File: src/rtl/init_seq.sv
// rtl/init_seq.sv - lock-qualified power-up init sequencer with per-channel strobes
module init_seq #(
    parameter int                      N_CH     = 4,
    parameter int                      CNT_W    = 16,
    parameter int                      WAIT_LEN = 200,
    parameter logic [N_CH*CNT_W-1:0]   ST_VEC   = {16'd100, 16'd100, 16'd24, 16'd4},
    parameter int                      PW       = 1,
    parameter logic [N_CH*16-1:0]      WORD_VEC = {4{16'd2}}
) (
    input  logic                 clk,
    input  logic                 rst,
    input  logic                 locked,
    input  logic                 restart,
    output logic [N_CH-1:0]      pulse,
    output logic [N_CH*16-1:0]   word,
    output logic                 busy,
    output logic                 done,
    output logic                 relock
);

    typedef enum logic [1:0] {
        S_IDLE  = 2'd0,
        S_COUNT = 2'd1,
        S_DONE  = 2'd2
    } state_t;

    localparam logic [CNT_W-1:0] WAIT_C = CNT_W'(WAIT_LEN);
    localparam logic [7:0]       PW_M1  = 8'(PW - 1);

    // Parameter sanity: reject configurations where a strobe could outlive the
    // count window or the terminal count cannot be represented.
    if (N_CH < 1 || N_CH > 16) begin : g_bad_nch
        $error("init_seq: N_CH must be 1..16");
    end
    if (PW < 1 || PW > 255) begin : g_bad_pw
        $error("init_seq: PW must be 1..255");
    end
    if (longint'(WAIT_LEN) >= (longint'(1) << CNT_W)) begin : g_bad_wait
        $error("init_seq: WAIT_LEN does not fit in CNT_W bits");
    end
    for (genvar g = 0; g < N_CH; g++) begin : g_st_chk
        if (longint'(ST_VEC[g*CNT_W +: CNT_W]) + longint'(PW) > longint'(WAIT_LEN)) begin : g_bad_st
            $error("init_seq: channel start count plus PW exceeds WAIT_LEN");
        end
    end

    state_t             state_q, state_d;
    logic [CNT_W-1:0]   cnt_q, cnt_d;
    logic [1:0]         sync_q, sync_d;
    logic [N_CH-1:0]    pulse_q, pulse_d;
    logic [7:0]         rem_q [N_CH];
    logic [7:0]         rem_d [N_CH];
    logic               busy_q, busy_d;
    logic               done_q, done_d;
    logic               relock_q, relock_d;
    logic               locked_s;
    logic               lost;

    assign locked_s = sync_q[1];
    assign lost     = (state_q != S_IDLE) && !locked_s;

    // Words are pure constants, independent of reset and clock.
    assign word   = WORD_VEC;
    assign pulse  = pulse_q;
    assign busy   = busy_q;
    assign done   = done_q;
    assign relock = relock_q;

    // Two-flop synchronizer input for the asynchronous lock indication.
    always_comb begin
        sync_d = {sync_q[0], locked};
    end

    // Sequencer next state: lock loss beats restart, cnt saturates at WAIT_LEN.
    always_comb begin
        state_d  = state_q;
        cnt_d    = cnt_q;
        relock_d = 1'b0;
        case (state_q)
            S_IDLE: begin
                cnt_d = '0;
                if (locked_s) begin
                    state_d = S_COUNT;
                end
            end
            S_COUNT: begin
                if (!locked_s) begin
                    state_d  = S_IDLE;
                    cnt_d    = '0;
                    relock_d = 1'b1;
                end else if (cnt_q == WAIT_C) begin
                    state_d = S_DONE;
                end else begin
                    cnt_d = cnt_q + 1'b1;
                end
            end
            S_DONE: begin
                if (!locked_s) begin
                    state_d  = S_IDLE;
                    cnt_d    = '0;
                    relock_d = 1'b1;
                end else if (restart) begin
                    state_d = S_COUNT;
                    cnt_d   = '0;
                end
            end
            default: begin
                state_d = S_IDLE;
                cnt_d   = '0;
            end
        endcase
        busy_d = (state_d == S_COUNT);
        done_d = (state_d == S_DONE);
    end

    // Per-channel strobes: fire after cnt hits the start count, hold PW cycles,
    // cut short only by lock loss (reset handled by the register block).
    always_comb begin
        for (int k = 0; k < N_CH; k++) begin
            pulse_d[k] = pulse_q[k];
            rem_d[k]   = rem_q[k];
            if (lost) begin
                pulse_d[k] = 1'b0;
                rem_d[k]   = '0;
            end else if (state_q == S_COUNT && cnt_q == ST_VEC[k*CNT_W +: CNT_W]) begin
                pulse_d[k] = 1'b1;
                rem_d[k]   = PW_M1;
            end else if (rem_q[k] != 8'd0) begin
                rem_d[k] = rem_q[k] - 8'd1;
            end else begin
                pulse_d[k] = 1'b0;
            end
        end
    end

    // State, counter, synchronizer and registered outputs.
    always_ff @(posedge clk or negedge rst) begin
        if (!rst) begin
            state_q  <= S_IDLE;
            cnt_q    <= '0;
            sync_q   <= '0;
            pulse_q  <= '0;
            busy_q   <= 1'b0;
            done_q   <= 1'b0;
            relock_q <= 1'b0;
            for (int k = 0; k < N_CH; k++) begin
                rem_q[k] <= '0;
            end
        end else begin
            state_q  <= state_d;
            cnt_q    <= cnt_d;
            sync_q   <= sync_d;
            pulse_q  <= pulse_d;
            busy_q   <= busy_d;
            done_q   <= done_d;
            relock_q <= relock_d;
            for (int k = 0; k < N_CH; k++) begin
                rem_q[k] <= rem_d[k];
            end
        end
    end

endmodule

File: config.mk
export PLATFORM = sky130hd
export DESIGN_NAME = init_seq
export DESIGN_NICKNAME = d
export VERILOG_FILES = /design/src/rtl/init_seq.sv
export SDC_FILE = /design/constraint.sdc
export NUM_CORES = 1
export LEC_CHECK = 0
export CORE_ASPECT_RATIO = 1.5
export CORE_UTILIZATION = 50
export DETAILED_ROUTE_END_ITERATION = 8
export GPL_ROUTABILITY_DRIVEN = 1
export GPL_TIMING_DRIVEN = 0
export PLACE_DENSITY = 0.75
export SYNTH_ARGS = -nofsm -noshare
export SYNTH_HDL_FRONTEND = slang
export SYNTH_SLANG_ARGS = --single-unit
File: constraint.sdc
create_clock -name clk -period 2.5 [get_ports clk]
set_clock_uncertainty 0.05 [all_clocks]
set_input_delay 0.5 -clock clk [delete_from_list [all_inputs] [get_ports clk]]
set_output_delay 0.5 -clock clk [all_outputs]
set_load 0.01 [all_outputs]
* Word level (Yosys, flattened, before mapping)
Index checks and enable logic that the tools add are counted.
** Operators by class
- Bitwise operators :: 0
- Add/sub/neg operators :: 5
- Multiplexer cells :: 37
- Reduce and logical (&&, ||, !) cells :: 17
- Multipliers :: 0
- Magnitude comparators :: 0
- Div/mod/pow operators :: 0
- Shifts and indexed selects :: 0
- Equality and inequality tests :: 14
** Operator list (number)
- $mux W8 :: 12
- $mux W16 :: 4
- $pmux W16 S2 :: 1
- $reduce_bool A8 Y1 :: 4
- $sub A8 B1 Y8 const B :: 4
- $ne A3 B3 Y1 const B :: 6
- $add A16 B1 Y16 const B :: 1
- $eq A16 B3 Y1 const B :: 1
- $eq A16 B5 Y1 const B :: 1
- $eq A16 B7 Y1 const B :: 1
- $eq A16 B8 Y1 const B :: 1
- $mux W1 :: 14
- $reduce_bool A3 Y1 :: 4
- $mux W2 :: 5
- $pmux W2 S3 :: 1
- $eq A2 B1 Y1 const B :: 2
- $eq A2 B2 Y1 const B :: 2
- $logic_and A1 B1 Y1 :: 4
- $logic_not A2 Y1 :: 1
- $reduce_and A2 Y1 :: 1
- $reduce_bool A2 Y1 :: 1
- $reduce_or A2 Y1 :: 1
- $logic_not A1 Y1 :: 1
** Storage, ports and cells
- Bits in registers :: 59
- Logic and storage cells :: 87
- Input port bits :: 4
- Output and inout port bits :: 71
- Bits in latches :: 0
- Bits in read-only memories :: 0
- Memories :: 0
- Bits in writable memories :: 0

* Longest topological paths before layout
- Depth in word-level cells :: 5
- Depth in mapped cells :: 8
- Depth with buffers taken out :: 6

* Worst setup path after synthesis
No wires, ideal clock.
- Path kind :: register to register
- Start :: reg cnt_q[1]
- End :: reg done_q (netlist: done)
- Library setup time :: 0.087 ns
- Arrival time :: 1.970 ns
- Cell stages (with the launch flop) :: 8
- Path slack :: 0.393 ns
- Required time :: 2.363 ns
- Period minus slack after synthesis :: 2.107 ns
- Path buffers :: 1
- Cells stage by stage :: dfrtp_1 > inv_1 > ha_1 > or4bb_1 > or4_1 > buf_2 > or2_4 > a211oi_2
** On the way
- Word-level cells in the longest chain between the ends :: 5
** Ends and longest elaborated chain
- start: declaration :: line 48 : logic [CNT_W-1:0] cnt_q, cnt_d;
- start signal: assignment :: line 151 : cnt_q <= cnt_d;
- $eq A16 B8 Y1 :: line 91 : end else if (cnt_q == WAIT_C) begin
- $mux W2 :: line 91
- $mux W2 :: line 87 : if (!locked_s) begin
- $pmux W2 S3 :: line 79 : case (state_q)
- $eq A2 B2 Y1 :: line 113 : done_d = (state_d == S_DONE);
- named net done_d :: line 54 : logic done_q, done_d;
- end signal: assignment :: line 155 : done_q <= done_d;
- end: declaration :: line 54
The timed path passes the listed nets, and every way through them passes these cells.
A chain may end at the register's enable or synchronous reset.

* Worst setup path in the final report
Same ends and word-level chain as after synthesis.

==> impl_metrics.yaml <==
sta:
  setup_viol: 0
  period_share_pct: 91.0
  worstMarginPinSlew_ns: 0.784
  fmax_mhz: 440
  slew_headroom_pct: 47.0
  finalCriticalPeriod_ns: 2.27
  fin_setup_tns_ns: 0
  drv_slew: 0
  hold_ws_ns: 0.165
  rsz0062_at_grt: "no"
  hold_viol: 0
route:
  drcViolationCount: 0
  wire_per_inst_um: 12.1
  wl_um: 7250
  antenna_left: 0
  drtIter0Drc: 181
  firstDrtPassIters: 4
  num_vias: 3001
  via_per_inst: 5.03
floorplanning:
  io_pins: 75
  die_y_um: 108
  start_util_pct: 51.5
  rows: 38
  die_w_um: 72.5
  die_area_um2: 7800
  core_um2: 7230
synth:
  syn_avg_cell_area_um2: 9.13
  async_flop_share_pct: 100
  synth_cell_type_count: 56
  synth_area_um2: 3720
  synth_cells: 408
  synth-edff-count: 0
  synth_warnings: 0
  synth_ff_type: "dfrtp_1"
  ys_ff_latch: 59
  synth-seq-area-share_pct: 39.7
placement:
  gp_congestion: 0.857
  dp_hpwl_um: 5450
  portBuffers: 10
power_and_ir_drop:
  p_total_mw: 2.55
  p_sw_share_pct: 28.7
  pwr-share-comb_pct: 21.7
  peakVddDrop_mv: 0.478
  p_int_mw: 1.82
  powerDensity_nw_per_um2: 575
  p_switching_mw: 0.731
  leakage_nw: 2.20
  p_clk_share_pct: 38.3
  seq_power_share_pct: 40.0
global_route:
  overflow: 0
  grt_pass1_vias: 2877
  grt_max_degree: 31
  grtUsageTotal_pct: 20.1
  antenna_found_initial: 0
  grt_pass1_wl_um: 12200
worst_setup_path:
  r2r_end: "done$_DFF_PN0_"
  rr_startpoint: "cnt_q[1]$_DFFE_PN0P_"
  r2r_setup_slack_ns: 0.23
  startpoint: "cnt_q[1]$_DFFE_PN0P_"
  path_max_fanout: 6
  worstSetupStartpointType: "flop"
  cp.required_ns: 2.69
  criticalPathCategory: "flop to flop"
  crit_end: "done$_DFF_PN0_"
  end_kind: "flop"
  ff2ff_path_depth: 7
  worst_ep_arrival_time_ns: 2.47
run:
  drv_cap: 0
clocking:
  clockBufferDepth: 2
  tritoncts: "done"
  clkTransAtPathRegs_ns: 0.07
  cts_root_buf: "clkbuf_8"
  insertion_delay_ns: 0.34
  cts_max_level: 3
  cts_made_buffers: 9
  clkSinkCount: 59
worst_hold_path:
  hold_path_class: "input port to async pin"
layout:
  nets: 510
  drive_above_1_share_pct: 19.9
  n_antenna_cell: 0
  syn_to_final_growth_pct: 19.0
outcome:
  status: "complete, no violations"
==> synthesized netlist by cell type (5+ instances only) <==
master    instances  share of area, %
clkbuf_1          7              0.71
a21oi_1          24               3.2
o31ai_1           5               1.0
ha_1             14               4.7
nor4_1            7               1.2
or3_1             6               1.0
xnor2_1           7               1.6
mux2i_1           5               1.3
xor2_1            5               1.2
nand3_1           9               1.2
inv_1            20               2.0
buf_4            65                13
nand3b_1          6               1.2
nand2_1          27               2.7
nand4_1           8               1.3
a211oi_1          5               1.0
dfrtp_1          59                40
o21ai_0          11               1.5
nand2b_1          9               1.5
nor2_1           38               3.8
or4_1             8               1.6
nor2b_1           6               1.0
nor3_1            8               1.1
==> flip-flops by register name (all words and copies together) (netlist names) <==
| register | flops |
|---|---|
| busy | 1 |
| cnt_q | 16 |
| done | 1 |
| pulse | 4 |
| relock | 1 |
| rem_q | 32 |
| state_q | 2 |
| sync_q | 2 |
==> placed cells by master, fill, tap and decap left out, types with 11 or more instances in the layout <==
master | Yosys | final
buf_4 | 65 | 65
conb_1 | 2 | 64
dfrtp_1 | 59 | 59
nor2_1 | 38 | 38
nand2_1 | 27 | 27
a21oi_1 | 24 | 24
inv_1 | 20 | 20
ha_1 | 14 | 14
o21ai_0 | 11 | 11
clkbuf_8 | 0 | 11
==> layout make-up <==
type / instances / area (µm²)
buffer: 74 / 526
clock buffer: 12 / 155
clock inverter: 4 / 72.6
fill: 628 / 2800
inverter: 20 / 75.1
multi-input combinational: 317 / 1890
sequential: 59 / 1480
tap: 100 / 125
timing repair buffer: 11 / 115
==> how the worst min path moves through the flow <==
stage	to	slack (ns)	depth (start not counted)
4_1_cts	rem_q[27]$_DFFE_PN0P_	0.18	1
3_3_place_gp	sync_q[1]$_DFF_PN0_	0.28	0
2_1_floorplan	busy$_DFF_PN0_	0.15	0
6_report	rem_q[27]$_DFFE_PN0P_	0.17	1
5_1_grt	rem_q[4]$_DFFE_PN0P_	0.20	1
3_5_place_dp	sync_q[1]$_DFF_PN0_	0.29	0
==> what timing repair did <==
item,in CTS,in global routing
endpoints found under the setup margin,0,2
setup buffers,0,0
resized for setup,0,3
hold endpoints to repair,0,0
hold buffers,0,0
==> per-layer routing <==
layer,vias up,global-route usage (%),share of wire [%]
met2,118,36.4,54
met3,16,5.43,5.6
met1,1389,21.1,38
met4,0,9.38,1.8
li1,1478,-,-
met5,-,0,0
==> cells by family (layout without fill, tap and decap cells) <==
logic type | count (synthesis) | after routing | synth area share [%]
flip-flops | 59 | 59 | 39.7
other | 2 | 64 | 0.202
buffers and inverters | 94 | 121 | 16.1
multiplexers | 5 | 5 | 1.34
AND/OR/NAND/NOR | 148 | 148 | 21.6
XOR/XNOR | 12 | 12 | 2.82
AO/OA/AOI/OAI | 74 | 74 | 13.6
adder cells (fa/ha/maj) | 14 | 14 | 4.70
==> through the flow <==
stage / setup WS (ns) / area, µm² / cells / util (%)
final: 0.225 / 4430 / 597 / 61.3
after global placement: -1.00 / 4180 / 580 / 57.9
after global routing: 0.0430 / 4430 / 597 / 61.3
after detailed placement: 0.123 / 4200 / 581 / 58.1
after CTS: 0.180 / 4420 / 597 / 61.2
after floorplan: 0.393 / 3960 / 470 / -
==> worst max-delay path, cell delays in order (launching register included) <==
cell      delay [ns]
dfrtp_1         0.41
inv_1           0.10
ha_1            0.17
or4bb_1         0.46
or4_1           0.40
buf_2           0.18
or2_4           0.25
a211oi_2        0.17
==> power by group through the flow <==
stage          sequential (mW)  combinational [mW]  clock, mW
2_1_floorplan             1.04               0.395          0
4_1_cts                   1.02               0.545      0.996
5_1_grt                   1.02               0.615       1.04
3_5_place_dp              1.04               0.546          0
6_report                  1.02               0.554      0.976
3_3_place_gp              1.03               0.535          0
Power figures use the tool's default switching activity.
